<file path="src/rtl/wb_req_master_pkg.sv">
// Shared types and bus widths for the Wishbone classic request master.
package wb_req_master_pkg;

    localparam int WB_ADR_W = 32;
    localparam int WB_DAT_W = 32;
    localparam int WB_SEL_W = 4;

    typedef enum logic [1:0] {
        IDLE = 2'd0,
        BUS  = 2'd1,
        RESP = 2'd2
    } state_e;

    typedef struct packed {
        logic                we;
        logic [WB_ADR_W-1:0] adr;
        logic [WB_DAT_W-1:0] dat;
        logic [WB_SEL_W-1:0] sel;
    } req_t;

    typedef struct packed {
        logic [WB_DAT_W-1:0] dat;
        logic                err;
    } rsp_t;

endpackage

</file>
<file path="src/rtl/wb_req_master.sv">
// Wishbone classic single-transfer master: one request -> one bus cycle -> one response.
// Optional bus timeout abort enabled by defining WB_REQ_MASTER_TIMEOUT_EN.
module wb_req_master
    import wb_req_master_pkg::*;
#(
    parameter int unsigned         TIMEOUT_CYCLES = 256,
    parameter logic [WB_DAT_W-1:0] RSP_ERR_DAT    = 32'hDEAD_BEEF
) (
    input  logic                wb_clk,
    input  logic                wb_rst,
    input  logic                req_valid,
    output logic                req_ready,
    input  logic                req_we,
    input  logic [WB_ADR_W-1:0] req_adr,
    input  logic [WB_DAT_W-1:0] req_dat,
    input  logic [WB_SEL_W-1:0] req_sel,
    output logic                rsp_valid,
    input  logic                rsp_ready,
    output logic [WB_DAT_W-1:0] rsp_dat,
    output logic                rsp_err,
    output logic [WB_ADR_W-1:0] wb_m2s_adr,
    output logic [WB_DAT_W-1:0] wb_m2s_dat,
    output logic [WB_SEL_W-1:0] wb_m2s_sel,
    output logic                wb_m2s_we,
    output logic                wb_m2s_cyc,
    output logic                wb_m2s_stb,
    input  logic [WB_DAT_W-1:0] wb_s2m_dat,
    input  logic                wb_s2m_ack,
    input  logic                wb_s2m_err
);

    state_e state;
    req_t   req;
    rsp_t   rsp;
    rsp_t   bus_rsp;
    logic   bus_done;

`ifdef WB_REQ_MASTER_TIMEOUT_EN
    localparam logic [15:0] TMO_LAST = 16'(TIMEOUT_CYCLES - 1);
    logic [15:0] tmo_cnt;
`else
    logic [15:0] unused_timeout;
    assign unused_timeout = 16'(TIMEOUT_CYCLES);
`endif

    assign req       = '{we: req_we, adr: req_adr, dat: req_dat, sel: req_sel};
    assign req_ready = (state == IDLE) && !wb_rst;
    assign rsp_dat   = rsp.dat;
    assign rsp_err   = rsp.err;

    // err outranks ack; a timeout only fires when the slave said nothing this cycle
    always_comb begin
        bus_done    = wb_s2m_ack || wb_s2m_err;
        bus_rsp.err = wb_s2m_err;
        bus_rsp.dat = wb_s2m_err ? RSP_ERR_DAT : (wb_m2s_we ? '0 : wb_s2m_dat);
`ifdef WB_REQ_MASTER_TIMEOUT_EN
        if (!bus_done && tmo_cnt == TMO_LAST) begin
            bus_done    = 1'b1;
            bus_rsp.err = 1'b1;
            bus_rsp.dat = RSP_ERR_DAT;
        end
`endif
    end

    always_ff @(posedge wb_clk) begin
        if (wb_rst) begin
            state      <= IDLE;
            wb_m2s_adr <= '0;
            wb_m2s_dat <= '0;
            wb_m2s_sel <= '0;
            wb_m2s_we  <= 1'b0;
            wb_m2s_cyc <= 1'b0;
            wb_m2s_stb <= 1'b0;
            rsp_valid  <= 1'b0;
            rsp        <= '0;
`ifdef WB_REQ_MASTER_TIMEOUT_EN
            tmo_cnt    <= '0;
`endif
        end else begin
            case (state)
                IDLE: begin
                    if (req_valid) begin
                        wb_m2s_adr <= req.adr;
                        // reads leave the write-data lines untouched
                        if (req.we) begin
                            wb_m2s_dat <= req.dat;
                        end
                        wb_m2s_sel <= req.sel;
                        wb_m2s_we  <= req.we;
                        wb_m2s_cyc <= 1'b1;
                        wb_m2s_stb <= 1'b1;
                        state      <= BUS;
`ifdef WB_REQ_MASTER_TIMEOUT_EN
                        tmo_cnt    <= '0;
`endif
                    end
                end
                BUS: begin
                    if (bus_done) begin
                        wb_m2s_cyc <= 1'b0;
                        wb_m2s_stb <= 1'b0;
                        wb_m2s_we  <= 1'b0;
                        rsp        <= bus_rsp;
                        rsp_valid  <= 1'b1;
                        state      <= RESP;
                    end
`ifdef WB_REQ_MASTER_TIMEOUT_EN
                    else begin
                        tmo_cnt <= tmo_cnt + 16'd1;
                    end
`endif
                end
                RESP: begin
                    if (rsp_ready) begin
                        rsp_valid <= 1'b0;
                        state     <= IDLE;
                    end
                end
                default: state <= IDLE;
            endcase
        end
    end

endmodule

</file>
<file path="config.mk">
export PLATFORM = sky130hd
export DESIGN_NAME = wb_req_master
export DESIGN_NICKNAME = d
export VERILOG_FILES = /design/src/rtl/wb_req_master_pkg.sv /design/src/rtl/wb_req_master.sv
export SDC_FILE = /design/constraint.sdc
export NUM_CORES = 1
export LEC_CHECK = 0
export ABC_AREA = 1
export BUFFER_PORTS_ARGS = -buffer_cell sky130_fd_sc_hd__buf_4
export CORE_MARGIN = 10
export CORE_UTILIZATION = 44
export DETAILED_ROUTE_END_ITERATION = 8
export PLACE_DENSITY = 0.88
export SKIP_CTS_REPAIR_TIMING = 1
export SYNTH_ARGS = -nofsm -noshare
export SYNTH_HDL_FRONTEND = slang
export SYNTH_SLANG_ARGS = --single-unit
</file>
<file path="constraint.sdc">
create_clock -name wb_clk -period 1.8 [get_ports wb_clk]
set_clock_uncertainty 0.15 [all_clocks]
set_input_delay 0.36 -clock wb_clk [delete_from_list [all_inputs] [get_ports wb_clk]]
set_output_delay 0.36 -clock wb_clk [all_outputs]
set_load 0.01 [all_outputs]
</file>
## Word level (Yosys, flattened, before mapping)

Cells that the tools add are included.

- Memory bits (read-only): 0
- Memories: 0
- Output and inout port bits: 106
- Word-level logic and storage cells: 40
- Bits in latches: 0
- Memory bits (writable): 0
- Bits in registers: 106

- Reduce and logical (&&, ||, !) cells: 12
- Shifts and indexed selects: 0
- Eq/ne operators: 5
- Bitwise operators: 0
- Multiplexer cells: 14
- Add/sub/neg operators: 0
- Divide/modulo/power cells: 0
- Order comparisons: 0
- Multiply operators: 0

Operators with widths:

| operator | number |
|---|---|
| $mux 32 | 2 |
| $reduce_and 3->1 | 4 |
| $mux 2 | 3 |
| $ne 2x2->1 const B | 3 |
| $pmux 1 s2 | 3 |
| $pmux 2 s3 | 1 |
| $mux 1 | 5 |
| $reduce_and 2->1 | 2 |
| $reduce_bool 2->1 | 2 |
| $eq 2x1->1 const B | 1 |
| $eq 2x2->1 const B | 1 |
| $logic_not 2->1 | 1 |
| $logic_and 1x1->1 | 1 |
| $logic_not 1->1 | 1 |
| $logic_or 1x1->1 | 1 |

## Depth between registers and ports, before layout

Gate-level depths: netlist of run 1.

- Depth in word-level cells: 3
- Gate-level depth with buffers: 7
- Mapped depth without buffers: 6

## Worst setup path after synthesis of run 1

Ideal clock, no wire load.

- Path type: input port to output port
- Start: in wb_rst
- End: out req_ready
- Path buffers: 2
- Path slack: 0.432 ns
- Data required time: 1.290 ns
- Arrival time: 0.858 ns
- Stages: 3
- Cell sequence: buf_2 > buf_2 > nor2_1

- Cells in the longest elaborated chain, start to end: 2

Ends and longest elaborated chain:

| element | line | text |
|---|---|---|
| start: declaration | wb_req_master.sv:10 | `input logic wb_rst,` |
| $logic_not 1->1 | wb_req_master.sv:47 | `assign req_ready = (state == IDLE) && !wb_rst;` |
| $logic_and 1x1->1 | wb_req_master.sv:47 |  |
| end: declaration | wb_req_master.sv:12 | `output logic req_ready,` |

Every way passes these cells.

## Worst setup path in the final report of run 1

- Start: reg state[1]
- End: out req_ready

- Cells in the longest elaborated chain, start to end: 2

Ends and longest elaborated chain:

| element | line | text |
|---|---|---|
| start: declaration | wb_req_master.sv:32 | `state_e state;` |
| start signal: assignment | wb_req_master.sv:67 | `state <= IDLE;` |
| start signal: assignment | wb_req_master.sv:92 | `state <= BUS;` |
| start signal: assignment | wb_req_master.sv:105 | `state <= RESP;` |
| $logic_not 2->1 | wb_req_master.sv:47 |  |
| $logic_and 1x1->1 | wb_req_master.sv:47 |  |

Every way passes these cells.

==> summary.txt, run 1 <==
Outcome: completed
Total power: 5.10 mW
Setup_tns: 0 ns
Pwr Density: 895 nW/um2
Fmax: 596 MHz
Vias in the first global route: 4,026
Cells after Synth: 508
Combined area of the multi-input logic cells: 1560 um2
Fin. max-slew vios: 0
#FFs+latches synth: 106
CP max FO: 4
Bufs on Longest Clock Path: 2
Final setup viols: 0
Routed via count: 4,008
Register area: 2120 um2
Nets: 808
Routed len/inst: 15.8 um
Endpoints failing hold: 0
First-pass iteration count of the detailed router: 4
Layout cell share with drive strength beyond 1: 34.2%
CP endpoint kind: output port
Area grow syn2layout: 45.2%
Crit Path Class: flop to output port
Routed wire length: 12,900 um
Dpl cells: 798
Drt drc: 0
Min Tclk post-route: 1.68 ns
Setup ws final: 0.122 ns
Iter 0 DRT Violations: 452
Internal: 3.71 mW
Post-Syn Area: 3930 um2
Sw frac: 27.4%
CP Launch Type: flop
Total CTS buffers: 9
Max Cap Viol: 0
Part of the power in combinational logic: 20.9%
Largest net degree at the start of global routing: 65
All-Layer GR Usage: 18.7%
Die area: 13,100 um2
Antenna Violating Nets Remaining: 0
Distinct cells, synth: 18
CORE AREA: 8720 um2
Die Span Y: 114 um
Clk pwr share: 27.4%
R2r worst-path depth: 6
Antenna diodes: 0
RSZ-0062 raised after global routing: false
Register share of total power: 51.7%
Site Rows: 34
Routed vias/inst: 4.93
Initial antenna violation count: 0
Root Buffer: clkbuf_8
Port bufs: 212
Initial cell density of the core: 45.0%
CTS tree: done
Slew @ Worst Pin: 0.603 ns
H-Tree Level Count: 3
Slew headroom: 59.8%
P_sw: 1.40 mW
Syn nets: 615
Final worst path period share: 93.2%
Die width: 114 um
Post-DP HPWL: 9760 um
Fill cells: 718
Clock Sink Count: 106
GRT Residual Overflow: 0
Seq/Total Area, Yosys: 54.1%
Worst skew pair latency: 0.34 ns
First-pass GRT wire length: 20,000 um
Leak: 2.70 nW
CP required: 1.29 ns
Clock-pin transition on the worst setup and hold timing paths: 0.10 ns
Non-Filler Instances: 813
Ports: 213
Ys Warns: 0
DP Worst Slack: 0.156 ns
WP data arrival: 1.17 ns
Maximum vdd drop: 0.000431 V
Synth Area per Inst: 7.73 um2
Hold WC Path Type: input pin to flop
Hold path depth: 3
Global placement routability congestion: 0.793
power by group through the flow:
stage | logic [mW] | clock network (mW) | registers [mW]
4_1_cts | 1.08 | 1.45 | 2.64
3_3_place_gp | 1.04 | 0 | 2.68
3_5_place_dp | 1.07 | 0 | 2.69
5_1_grt | 1.18 | 1.54 | 2.66
6_report | 1.07 | 1.40 | 2.64
2_1_floorplan | 0.416 | 0 | 2.77
metal layers:
layer | up-vias | GRT usage [%] | part of all wire [%]
met5 | - | 0 | 0
met4 | 0 | 11.0 | 4.8
met3 | 45 | 7.34 | 10
met2 | 177 | 31.4 | 48
met1 | 1765 | 19.2 | 37
li1 | 2021 | - | -
cells in the mapped netlist (all sizes together):
cell type	count	area share, %
inv	7	0.67
a21oi	30	3.8
clkinv	1	0.096
o21ai	100	13
buf	23	4.2
nor2	173	17
nand3	11	1.5
nand3b	1	0.19
dfxtp	106	54
clkbuf	14	1.3
nand2	42	4.0
cells by family after synthesis:
family	synth area share, %
flops	54.1
buf+inv	6.28
simple gates	23.1
compound gates	16.6
flip-flops by register name, indices dropped and copies added (netlist names):
signal and cells:
rsp_dat 32, rsp_err 1, rsp_valid 1, state 2, wb_m2s_adr 32, wb_m2s_dat 32, wb_m2s_sel 4, wb_m2s_stb 1
wb_m2s_we 1
worst max-delay path: stages (launching register included):
cell     delay, ns
dfxtp_1       0.40
inv_2         0.07
nand2_1       0.15
nor2_1        0.06
buf_4         0.15
cell type report:
cell class,count,area share (%)
clock inverters,4,0.944
clock buffers,11,2.31
inverters,8,0.527
well taps,108,2.37
flip-flops and latches,106,37.2
multi-input cells,357,27.3
repair buffers,219,29.3
worst paths after layout:
check / start / end / slack (ns)
worst max-delay path: state[1] / req_ready / 0.12
worst min-delay path: req_dat[16] / wb_m2s_dat[16] / 0.07
worst max register to register: state[1] / wb_m2s_dat[25] / 0.23
worst min register to register: rsp_valid / rsp_valid / 0.33
per-stage QoR:
stage	util (%)	cell area, um2	hold WS [ns]
finish	65.3	5700	0.0699
global route	65.3	5700	0.0634
CTS	65.3	5700	0.0553
detailed placement	63.2	5510	0.320
global placement	63.2	5510	0.303
floorplan	-	3930	0.333
cell usage in the layout (no fill, tap or decap):
cell type | netlist | routed
inv_2 | 5 | 5
a21oi_1 | 30 | 30
nor2_8 | 1 | 1
clkinv_1 | 1 | 1
buf_4 | 7 | 217
buf_12 | 0 | 2
nand3b_1 | 1 | 1
nand3_1 | 10 | 10
clkinvlp_4 | 0 | 2
nand3_2 | 1 | 1
o21ai_1 | 21 | 21
clkinv_4 | 0 | 1
nor2_4 | 2 | 2
clkbuf_1 | 14 | 2
bufinv_16 | 0 | 1
nand2_1 | 42 | 42
inv_1 | 2 | 2
nor2_1 | 170 | 170
o21ai_0 | 79 | 79
dfxtp_1 | 106 | 106
clkbuf_8 | 0 | 9
(Power assumes the default switching activity.)
==> run 2, diff against run 1 <==
Clock period 1.8 ns to 1.9 ns, I/O delays scaled along.
==> summary.txt, run 2 (synthesis results as in run 1) <==
RSZ-0062 raised after global routing: false
Max Cap Viol: 0
Placed inst area: 5510 um2
CORE AREA: 8720 um2
CP Launch Type: flop
Post-DP HPWL: 9710 um
Nets: 808
Outcome: completed
Leak: 2.71 nW
Initial antenna violation count: 0
Routed wire length: 12,900 um
Root Buffer: clkbuf_8
Total CTS buffers: 9
Setup_tns: 0 ns
First-pass GRT wire length: 19,900 um
Iter 0 DRT Violations: 349
Layout cell share with drive strength beyond 1: 34.6%
Commonest non-fill, non-tap cell in the layout: buf_4
CP endpoint kind: output port
Site Rows: 34
Drt drc: 0
GRT Residual Overflow: 0
CP required: 1.37 ns
Vias in the first global route: 3,977
Maximum vdd drop: 0.000464 V
Slew @ Worst Pin: 0.581 ns
Fmax: 594 MHz
Commonest non-fill, non-tap cells in the layout: buf_4, nor2_1, dfxtp_1
Global placement routability congestion: 0.793
WP data arrival: 1.15 ns
Clock Sink Count: 106
Design Area, Final: 5710 um2
Dpl cells: 798
Die area: 13,100 um2
First-pass iteration count of the detailed router: 4
Min Tclk post-route: 1.68 ns
Routed len/inst: 15.9 um
CTS tree: done
Port bufs: 212
Die width: 114 um
Final Util: 65.5%
Non-Filler Instances: 814
All-Layer GR Usage: 18.4%
H-Tree Level Count: 3
Die Span Y: 114 um
Antenna Violating Nets Remaining: 0
Area grow syn2layout: 45.5%
Endpoints failing hold: 0
Worst skew pair latency: 0.34 ns
Slew headroom: 61.2%
Flop-to-flop setup slack: 0.35 ns
Crit Path Class: flop to output port
Clock-pin transition on the worst setup and hold timing paths: 0.10 ns
Final setup viols: 0
Largest net degree at the start of global routing: 65
Pwr Density: 850 nW/um2
Fin. max-slew vios: 0
Routed vias/inst: 4.95
Initial cell density of the core: 45.0%
Fill cells: 722
Hold WC Path Type: input pin to flop
Routed via count: 4,031
Bufs on Longest Clock Path: 2
CP max FO: 4
Ports: 213
Antenna diodes: 0
Final worst path period share: 88.6%
-- run 2: path summary, 6_finish.rpt --
kind / from / endpoint / depth (start not counted)
hold / removal: req_dat[13] / wb_m2s_dat[13] / 3
setup reg to reg: state[1] / wb_m2s_dat[9] / 6
setup / recovery: state[1] / req_ready / 4
hold reg to reg: rsp_err / rsp_err / 2
-- run 2: report_power, final --
group	internal, mW	switching (mW)	leakage (nW)
Clock	0.595	0.747	0.0956
Combinational	0.501	0.510	1.74
Sequential	2.40	0.0968	0.873
-- run 2: metal layers --
| metal | up-vias | global-route usage, % | wire, um |
|---|---|---|---|
| li1 | 2025 | - | - |
| met1 | 1807 | 19.9 | 4860 |
| met2 | 164 | 30.4 | 6240 |
| met3 | 35 | 7.39 | 1320 |
| met4 | 0 | 9.61 | 488 |
| met5 | - | 0 | 0 |
-- run 2: final cells by class --
cell class	instances	area, um2	share of cell area, %
flip-flops and latches	106	2120	37.2
well taps	108	135	2.37
repair buffers	219	1670	29.2
inverters	8	30.0	0.526
multi-input cells	357	1560	27.3
clock inverters	4	32.5	0.570
clock buffers	12	165	2.89
-- run 2: through the flow --
stage / hold WS, ns / power, mW / setup WS [ns]
after floorplan: 0.333 / 3.02 / 0.492
after global placement: 0.304 / 3.53 / 0.280
after detailed placement: 0.314 / 3.57 / 0.238
after CTS: 0.0784 / 4.90 / 0.198
after global routing: 0.0771 / 5.12 / 0.136
final: 0.0922 / 4.85 / 0.217
-- run 2: worst max-delay path, cell delays in order (launching register included) --
cell	delay (ns)
dfxtp_1	0.39
inv_2	0.07
nand2_1	0.14
nor2_1	0.06
buf_4	0.15
